**src/rtl/misr_response_analyzer_if.sv**
```systemverilog
// Response stream from the core under test into the MISR analyzer.
// The core side drives RESP/RESP_VALID and the analyzer returns RESP_READY.
interface misr_response_analyzer_if #(
    parameter int WIDTH = 19
);
    logic [WIDTH-1:0] RESP;
    logic             RESP_VALID;
    logic             RESP_READY;

    modport master (output RESP, output RESP_VALID, input RESP_READY);
    modport slave  (input RESP, input RESP_VALID, output RESP_READY);
endinterface

```
**src/rtl/misr_response_analyzer.sv**
```systemverilog
// Compacts NUM_PAT response beats into a Galois MISR, then compares the
// final signature against GOLDEN in a single CMP cycle.
module misr_response_analyzer #(
    parameter int               WIDTH   = 19,
    parameter logic [WIDTH-1:0] POLY    = 19'h00027,
    parameter logic [WIDTH-1:0] SEED    = '0,
    parameter int               COUNT_W = 16
) (
    input  logic                CK,
    input  logic                RST_N,
    input  logic                START,
    input  logic [COUNT_W-1:0]  NUM_PAT,
    input  logic [WIDTH-1:0]    GOLDEN,
    misr_response_analyzer_if.slave rsp,
    output logic                BUSY,
    output logic                DONE,
    output logic                PASS,
    output logic [WIDTH-1:0]    SIGNATURE
);
    typedef enum logic [1:0] {S_IDLE, S_RUN, S_CMP} state_e;

    state_e             state_q, state_d;
    logic [WIDTH-1:0]   misr_q, misr_d, misr_nxt;
    logic [COUNT_W-1:0] cnt_q, cnt_d;
    logic               done_q, done_d;
    logic               pass_q, pass_d;
    logic               accept;

    assign accept = (state_q == S_RUN) && rsp.RESP_VALID;

    // Galois step: the MSB folds back through the taps; bit 0 always takes feedback.
    always_comb begin
        misr_nxt    = '0;
        misr_nxt[0] = misr_q[WIDTH-1] ^ rsp.RESP[0];
        for (int i = 1; i < WIDTH; i++)
            misr_nxt[i] = misr_q[i-1] ^ (POLY[i] & misr_q[WIDTH-1]) ^ rsp.RESP[i];
    end

    always_ff @(posedge CK or negedge RST_N) begin
        if (!RST_N) begin
            state_q <= S_IDLE;
            misr_q  <= SEED;
            cnt_q   <= '0;
            done_q  <= 1'b0;
            pass_q  <= 1'b0;
        end else begin
            state_q <= state_d;
            misr_q  <= misr_d;
            cnt_q   <= cnt_d;
            done_q  <= done_d;
            pass_q  <= pass_d;
        end
    end

    always_comb begin
        state_d = state_q;
        misr_d  = misr_q;
        cnt_d   = cnt_q;
        done_d  = done_q;
        pass_d  = pass_q;
        unique case (state_q)
            S_IDLE: begin
                if (START) begin
                    misr_d = SEED;
                    done_d = 1'b0;
                    pass_d = 1'b0;
                    if (NUM_PAT == '0) begin
                        state_d = S_CMP;
                    end else begin
                        cnt_d   = NUM_PAT;
                        state_d = S_RUN;
                    end
                end
            end
            S_RUN: begin
                if (accept) begin
                    misr_d = misr_nxt;
                    cnt_d  = cnt_q - COUNT_W'(1);
                    if (cnt_q == COUNT_W'(1))
                        state_d = S_CMP;
                end
            end
            S_CMP: begin
                done_d  = 1'b1;
                pass_d  = (misr_q == GOLDEN);
                state_d = S_IDLE;
            end
            default: state_d = S_IDLE;
        endcase
    end

    assign rsp.RESP_READY = (state_q == S_RUN);
    assign BUSY           = (state_q != S_IDLE);
    assign DONE           = done_q;
    assign PASS           = pass_q;
    assign SIGNATURE      = misr_q;
endmodule

```
**src/flat_wrapper.sv**
```systemverilog
// flat-port wrapper written by rule: the top's interface ports become plain ports
module misr_response_analyzer_flat 
#(
    parameter int               WIDTH   = 19,
    parameter logic [WIDTH-1:0] POLY    = 19'h00027,
    parameter logic [WIDTH-1:0] SEED    = '0,
    parameter int               COUNT_W = 16
)
  (CK, RST_N, START, NUM_PAT, GOLDEN, BUSY, DONE, PASS, SIGNATURE, rsp_RESP, rsp_RESP_VALID, rsp_RESP_READY);
  misr_response_analyzer_if #(.WIDTH(WIDTH)) rsp_i ();
  input  logic CK;
  input  logic RST_N;
  input  logic START;
  input  logic [COUNT_W-1:0] NUM_PAT;
  input  logic [WIDTH-1:0] GOLDEN;
  output logic BUSY;
  output logic DONE;
  output logic PASS;
  output logic [WIDTH-1:0] SIGNATURE;
  input wire logic [$bits(rsp_i.RESP)-1:0] rsp_RESP;
  input wire logic [$bits(rsp_i.RESP_VALID)-1:0] rsp_RESP_VALID;
  output wire logic [$bits(rsp_i.RESP_READY)-1:0] rsp_RESP_READY;
  assign rsp_i.RESP = rsp_RESP;
  assign rsp_i.RESP_VALID = rsp_RESP_VALID;
  assign rsp_RESP_READY = rsp_i.RESP_READY;
  misr_response_analyzer #(.WIDTH(WIDTH), .POLY(POLY), .SEED(SEED), .COUNT_W(COUNT_W)) u_core (.CK(CK), .RST_N(RST_N), .START(START), .NUM_PAT(NUM_PAT), .GOLDEN(GOLDEN), .rsp(rsp_i), .BUSY(BUSY), .DONE(DONE), .PASS(PASS), .SIGNATURE(SIGNATURE));
endmodule
```
**config.mk**
```make
export PLATFORM = sky130hd
export DESIGN_NAME = misr_response_analyzer_flat
export DESIGN_NICKNAME = d
export VERILOG_FILES = /design/src/rtl/misr_response_analyzer_if.sv /design/src/rtl/misr_response_analyzer.sv /design/src/flat_wrapper.sv
export SDC_FILE = /design/constraint.sdc
export NUM_CORES = 1
export LEC_CHECK = 0
export BUFFER_PORTS_ARGS = -buffer_cell sky130_fd_sc_hd__buf_2
export CAP_MARGIN = 20
export CELL_PAD_IN_SITES_DETAIL_PLACEMENT = 1
export CELL_PAD_IN_SITES_GLOBAL_PLACEMENT = 2
export CORE_MARGIN = 3
export CORE_UTILIZATION = 31
export DETAILED_ROUTE_END_ITERATION = 12
export HOLD_SLACK_MARGIN = 0.06
export PLACE_DENSITY = 0.95
export SLEW_MARGIN = 20
export SYNTH_ARGS = -nofsm -noshare
export SYNTH_HDL_FRONTEND = slang
export SYNTH_SLANG_ARGS = --single-unit
```
**constraint.sdc**
```tcl
create_clock -name CK -period 3.45 [get_ports CK]
set_input_delay 0.1725 -clock CK [delete_from_list [all_inputs] [get_ports CK]]
set_output_delay 0.1725 -clock CK [all_outputs]
set_load 0.01 [all_outputs]
```
# ---- Word-level counts from Yosys, hierarchy flattened
# Index checks and enable logic that the tools add are counted.
# Widths: inputs -> output; s select.
dict set report op_classes {
  addsub 1
  eq_ne 8
  mux 15
  bitwise_logic 22
  reduce_logical 10
}
# cell n
set ops {}
lappend ops {{$mux 16} 3}
lappend ops {{$mux 19} 2}
lappend ops {{$pmux 19 s2} 1}
lappend ops {{$pmux 16 s2} 1}
lappend ops {{$xor 1x1->1} 22}
lappend ops {{$eq 19x19->1} 1}
lappend ops {{$eq 16x1->1 const B} 1}
lappend ops {{$logic_not 16->1} 1}
lappend ops {{$sub 16x1->16 const B} 1}
lappend ops {{$mux 2} 4}
lappend ops {{$reduce_and 3->1} 2}
lappend ops {{$reduce_bool 2->1} 3}
lappend ops {{$ne 2x1->1 const B} 2}
lappend ops {{$ne 2x2->1 const B} 2}
lappend ops {{$pmux 1 s2} 2}
lappend ops {{$pmux 2 s2} 1}
lappend ops {{$reduce_and 4->1} 1}
lappend ops {{$eq 2x1->1 const B} 1}
lappend ops {{$eq 2x2->1 const B} 1}
lappend ops {{$logic_not 2->1} 1}
lappend ops {{$reduce_and 2->1} 1}
lappend ops {{$logic_and 1x1->1} 1}
lappend ops {{$mux 1} 1}
dict set report totals {
  reg_bits 39
}

# ---- Logic depth before layout (Yosys ltp)
dict set report logic_depth {
  ltp_word 4
  ltp_mapped 7
  depth_no_buf 6
}

# ---- Least setup slack after synthesis
# OpenSTA, ideal clock, no wires.
dict set report synth_path {
  path_kind {flip-flop to flip-flop}
  start {register u_core.cnt_q[8]}
  end {register u_core.state_q[0]}
  t_arrival_ns 1.920
  t_required_ns 3.330
  slack_ns 1.410
  stages_incl_launch_ff 6
  path_cell_list {dfrtp_1 > or4_4 > or3_4 > nor4_1 > a21oi_1 > a31o_2}
}
dict set report synth_between {
  elab_chain_cells 3
}
# element line
set synth_lines {}
lappend synth_lines {{from (decl)} misr_response_analyzer.sv:24} ;# logic [COUNT_W-1:0] cnt_q, cnt_d;
lappend synth_lines {{from (signal assigned)} misr_response_analyzer.sv:49} ;# cnt_q <= cnt_d;
lappend synth_lines {{$eq 16x1->1} misr_response_analyzer.sv:79} ;# if (cnt_q == COUNT_W'(1))
lappend synth_lines {{$ne 2x1->1 (no source line)} n/a}
lappend synth_lines {{$reduce_and 3->1 (no source line)} n/a}
lappend synth_lines {{to (signal assigned)} misr_response_analyzer.sv:47} ;# state_q <= state_d;
lappend synth_lines {{to (decl)} misr_response_analyzer.sv:22} ;# state_e state_q, state_d;
# No other way between the ends.
# A chain may end at the register's enable or synchronous reset.

# ---- Worst setup path in the final report
# Same ends and word-level chain as after synthesis.

==> run_results.csv <==
group,metric,value,unit
global_routing,first_global_vias,2392,
synthesis,synthSimpleGateAreaFrac,16.1,%
timing,fin_tns_setup,0,ns
timing,finalCritPeriodShare,65.5,%
worst_setup_path,startpoint,"u_core.cnt_q[8]$_DFFE_PN0P_",
timing,worstMarginPinSlew,0.914,ns
clock_network,post_cts_resize_count,0,
final_layout,fillCellCount,918,
final_layout,fin_util,40.5,%
placement,place_congestion,0.777,
worst_setup_path,path_max_fanout,6,
clock_network,h-tree-depth,2,
hold_path,min_path_type,"input port to flop",
synthesis,yosysUniqueCellTypes,39,
floorplan,die_h,92.8,um
timing,relSlewSlack,39.0,%
outcome,outcome,"complete, no violations",
synthesis,syn-instance-count,260,
synthesis,avgSynthCellArea,8.98,um2
floorplan,rows,31,
drt,antenna_left,0,
worst_setup_path,reg2reg_depth,5,
synthesis,synthXorXnorAreaFrac,15.4,%
worst_setup_path,crit_arrival,2.44,ns
synthesis,synth_edf_count,0,
drt,drtPass1Iterations,4,
clock_network,postCtsHoldBufs,1,
hold_path,min_from,"rsp_RESP[3]",
placement,place_area,0.00283,mm2
clock_network,clock_latency,0.29,ns
clock_network,root_buffer,"clkbuf_8",
drt,drc,0,
floorplan,core,0.00729,mm2
final_layout,final_cell_mix,"80 x buf_2, 39 x dfrtp_1, 28 x nand2_1, 25 x o21ai_0, 21 x xnor2_1",
synthesis,synth_compound_area_share,22.6,%
clock_network,cts.path.max_buffers,2,
floorplan,ios,81,
floorplan,die_area,0.00861,mm2
timing,rsz0062_at_grt,"false",
clock_network,cts_sinks,39,
clock_network,cts_tree,"yes",
synthesis,yosysWarningCount,0,
final_layout,regArea,976,um2
job,cap_violations,0,
synthesis,synth_mux_area_share,0,%
floorplan,start_util,32.0,%
power,p_per_area,785,mW/mm2
global_routing,grt_usage,17.5,%
timing,max_freq,443,MHz
worst_setup_path,crit_type,"flop to flop",
drt,vias_per_cell,5.13,
timing,finalSetupViolations,0,
final_layout,nNetsFinal,397,
clock_network,numCtsBuffers,5,
drt,drt-initial-drc-count,63,
floorplan,die_w,92.8,um
final_layout,multi_input_area,0.00129,mm2
synthesis,ys.flop_type,"dfrtp_1",
worst_setup_path,end_kind,"flop",
global_routing,grt_pass1_wl,12000,um
final_layout,final_cells,437,
synthesis,syn-cell-area,0.00233,mm2
drt,vias,2242,
timing,hold_violations,0,
power,fin_total_pwr,2.32,mW
global_routing,grt_overflow,0,
clock_network,postCtsSetupBuffers,0,
final_layout,final_common_cell,"buf_2",
power,power.leakage,1.29,nW
worst_setup_path,critPathLaunchType,"flop",
synthesis,ys_seq_area_share,41.8,%
worst_setup_path,r2r_start,"u_core.cnt_q[8]$_DFFE_PN0P_",
final_layout,fin_area,0.00296,mm2
synthesis,synth_top_family_by_area,"compound AO/OA/AOI/OAI gates",
final_layout,diodes,0,
timing,finalClockSkew,0.00707,ns
drt,drt-total-wl,7130,um
timing,slew_violations,0,
timing,period_needed,2.26,ns
global_routing,grt_start_max_net_pins,41,
placement,io_buffers,80,
synthesis,synth_seq_cells,39,
clock_network,clk_pin_slew,0.08,ns
placement,dp.cells,428,
worst_setup_path,reg2reg_slack,1.19,ns
worst_setup_path,worstPathRequired,3.63,ns
synthesis,synthAdderAreaFrac,1.07,%
final_layout,drive_gt1_share,29.6,%
placement,hpwl,5370,um
power,irDropWorstVdd,0.202,mV
final_layout,syn_to_final_growth,26.6,%
synthesis,async_reset_ff_share,100,%
global_routing,antenna_found_initial,0,
drt,post_drt_wl_per_cell,16.3,um
synthesis,syn-num-nets,320,
hold_path,min_path_cells,3,
[routing by layer]
layer	share of wire, %	track usage, %	wire length, um
met1	45	22.8	3180
met2	48	29.9	3390
met3	7.0	3.57	499
met4	0.74	3.66	53
met5	0	0	0
[cell usage after synthesis, types with 3 or more instances]
cell | count | area, um2
dfrtp_1 | 39 | 976
nand2_1 | 28 | 105
o21ai_0 | 25 | 125
buf_1 | 4 | 15.0
nor4_1 | 10 | 62.6
o22ai_1 | 3 | 18.8
xnor2_1 | 21 | 184
nand3_1 | 5 | 25.0
xor2_1 | 20 | 175
nor3_1 | 8 | 40.0
inv_1 | 5 | 18.8
nor2_1 | 18 | 67.6
o31ai_1 | 16 | 120
a2bb2oi_1 | 6 | 52.6
a21oi_1 | 12 | 60.1
clkbuf_1 | 10 | 37.5
[sequential cells by signal, indices dropped and copies added (netlist names)]
name / count
u_core.DONE: 1
u_core.PASS: 1
u_core.SIGNATURE: 19
u_core.cnt_q: 16
u_core.state_q: 2
[cell families (layout without fill, tap and decap cells)]
group / count (synthesis) / after routing
buffers and inverters: 19 / 97
AND/OR/NAND/NOR: 79 / 79
flip-flops: 39 / 39
adder cells (fa/ha/maj): 2 / 2
AO/OA/AOI/OAI: 80 / 80
XOR/XNOR: 41 / 41
[power by group]
group / total (mW) / internal [mW] / leakage (nW) / switching (mW)
logic: 0.997 / 0.462 / 0.757 / 0.534
clock network: 0.398 / 0.234 / 0.0612 / 0.164
registers: 0.926 / 0.666 / 0.475 / 0.261
[final timing paths]
kind	to
min	u_core.SIGNATURE[3]$_DFFE_PN0P_
max in group asynchronous	u_core.cnt_q[2]$_DFFE_PN0P_
min in group asynchronous	u_core.SIGNATURE[12]$_DFFE_PN0P_
min reg2reg	u_core.DONE$_DFFE_PN0P_
max reg2reg	u_core.state_q[0]$_DFFE_PN0P_
max	u_core.state_q[0]$_DFFE_PN0P_
[area by class of cell]
class | instances | share of cell area (%)
Inverter | 5 | 0.635
Timing Repair Buffer | 84 | 14.6
Clock inverter | 2 | 1.18
Multi-Input combinational cell | 202 | 43.5
Sequential cell | 39 | 33.0
Tap cell | 99 | 4.19
Clock buffer | 6 | 2.79
[critical path, cell delays in order (launching register included)]
cell	delay [ns]
dfrtp_1	0.43
or4_4	0.58
or3_4	0.38
nor4_1	0.39
a21oi_1	0.13
a31o_2	0.23
[through the flow]
stage | setup WS (ns) | hold WS [ns]
2_1_floorplan | 1.41 | -0.123
3_3_place_gp | 1.23 | 0.355
5_1_grt | 0.963 | 0.174
6_report | 1.19 | 0.161
4_1_cts | 1.21 | 0.153
3_5_place_dp | 1.05 | 0.356
No activity file was read; power rests on OpenSTA's default activity.
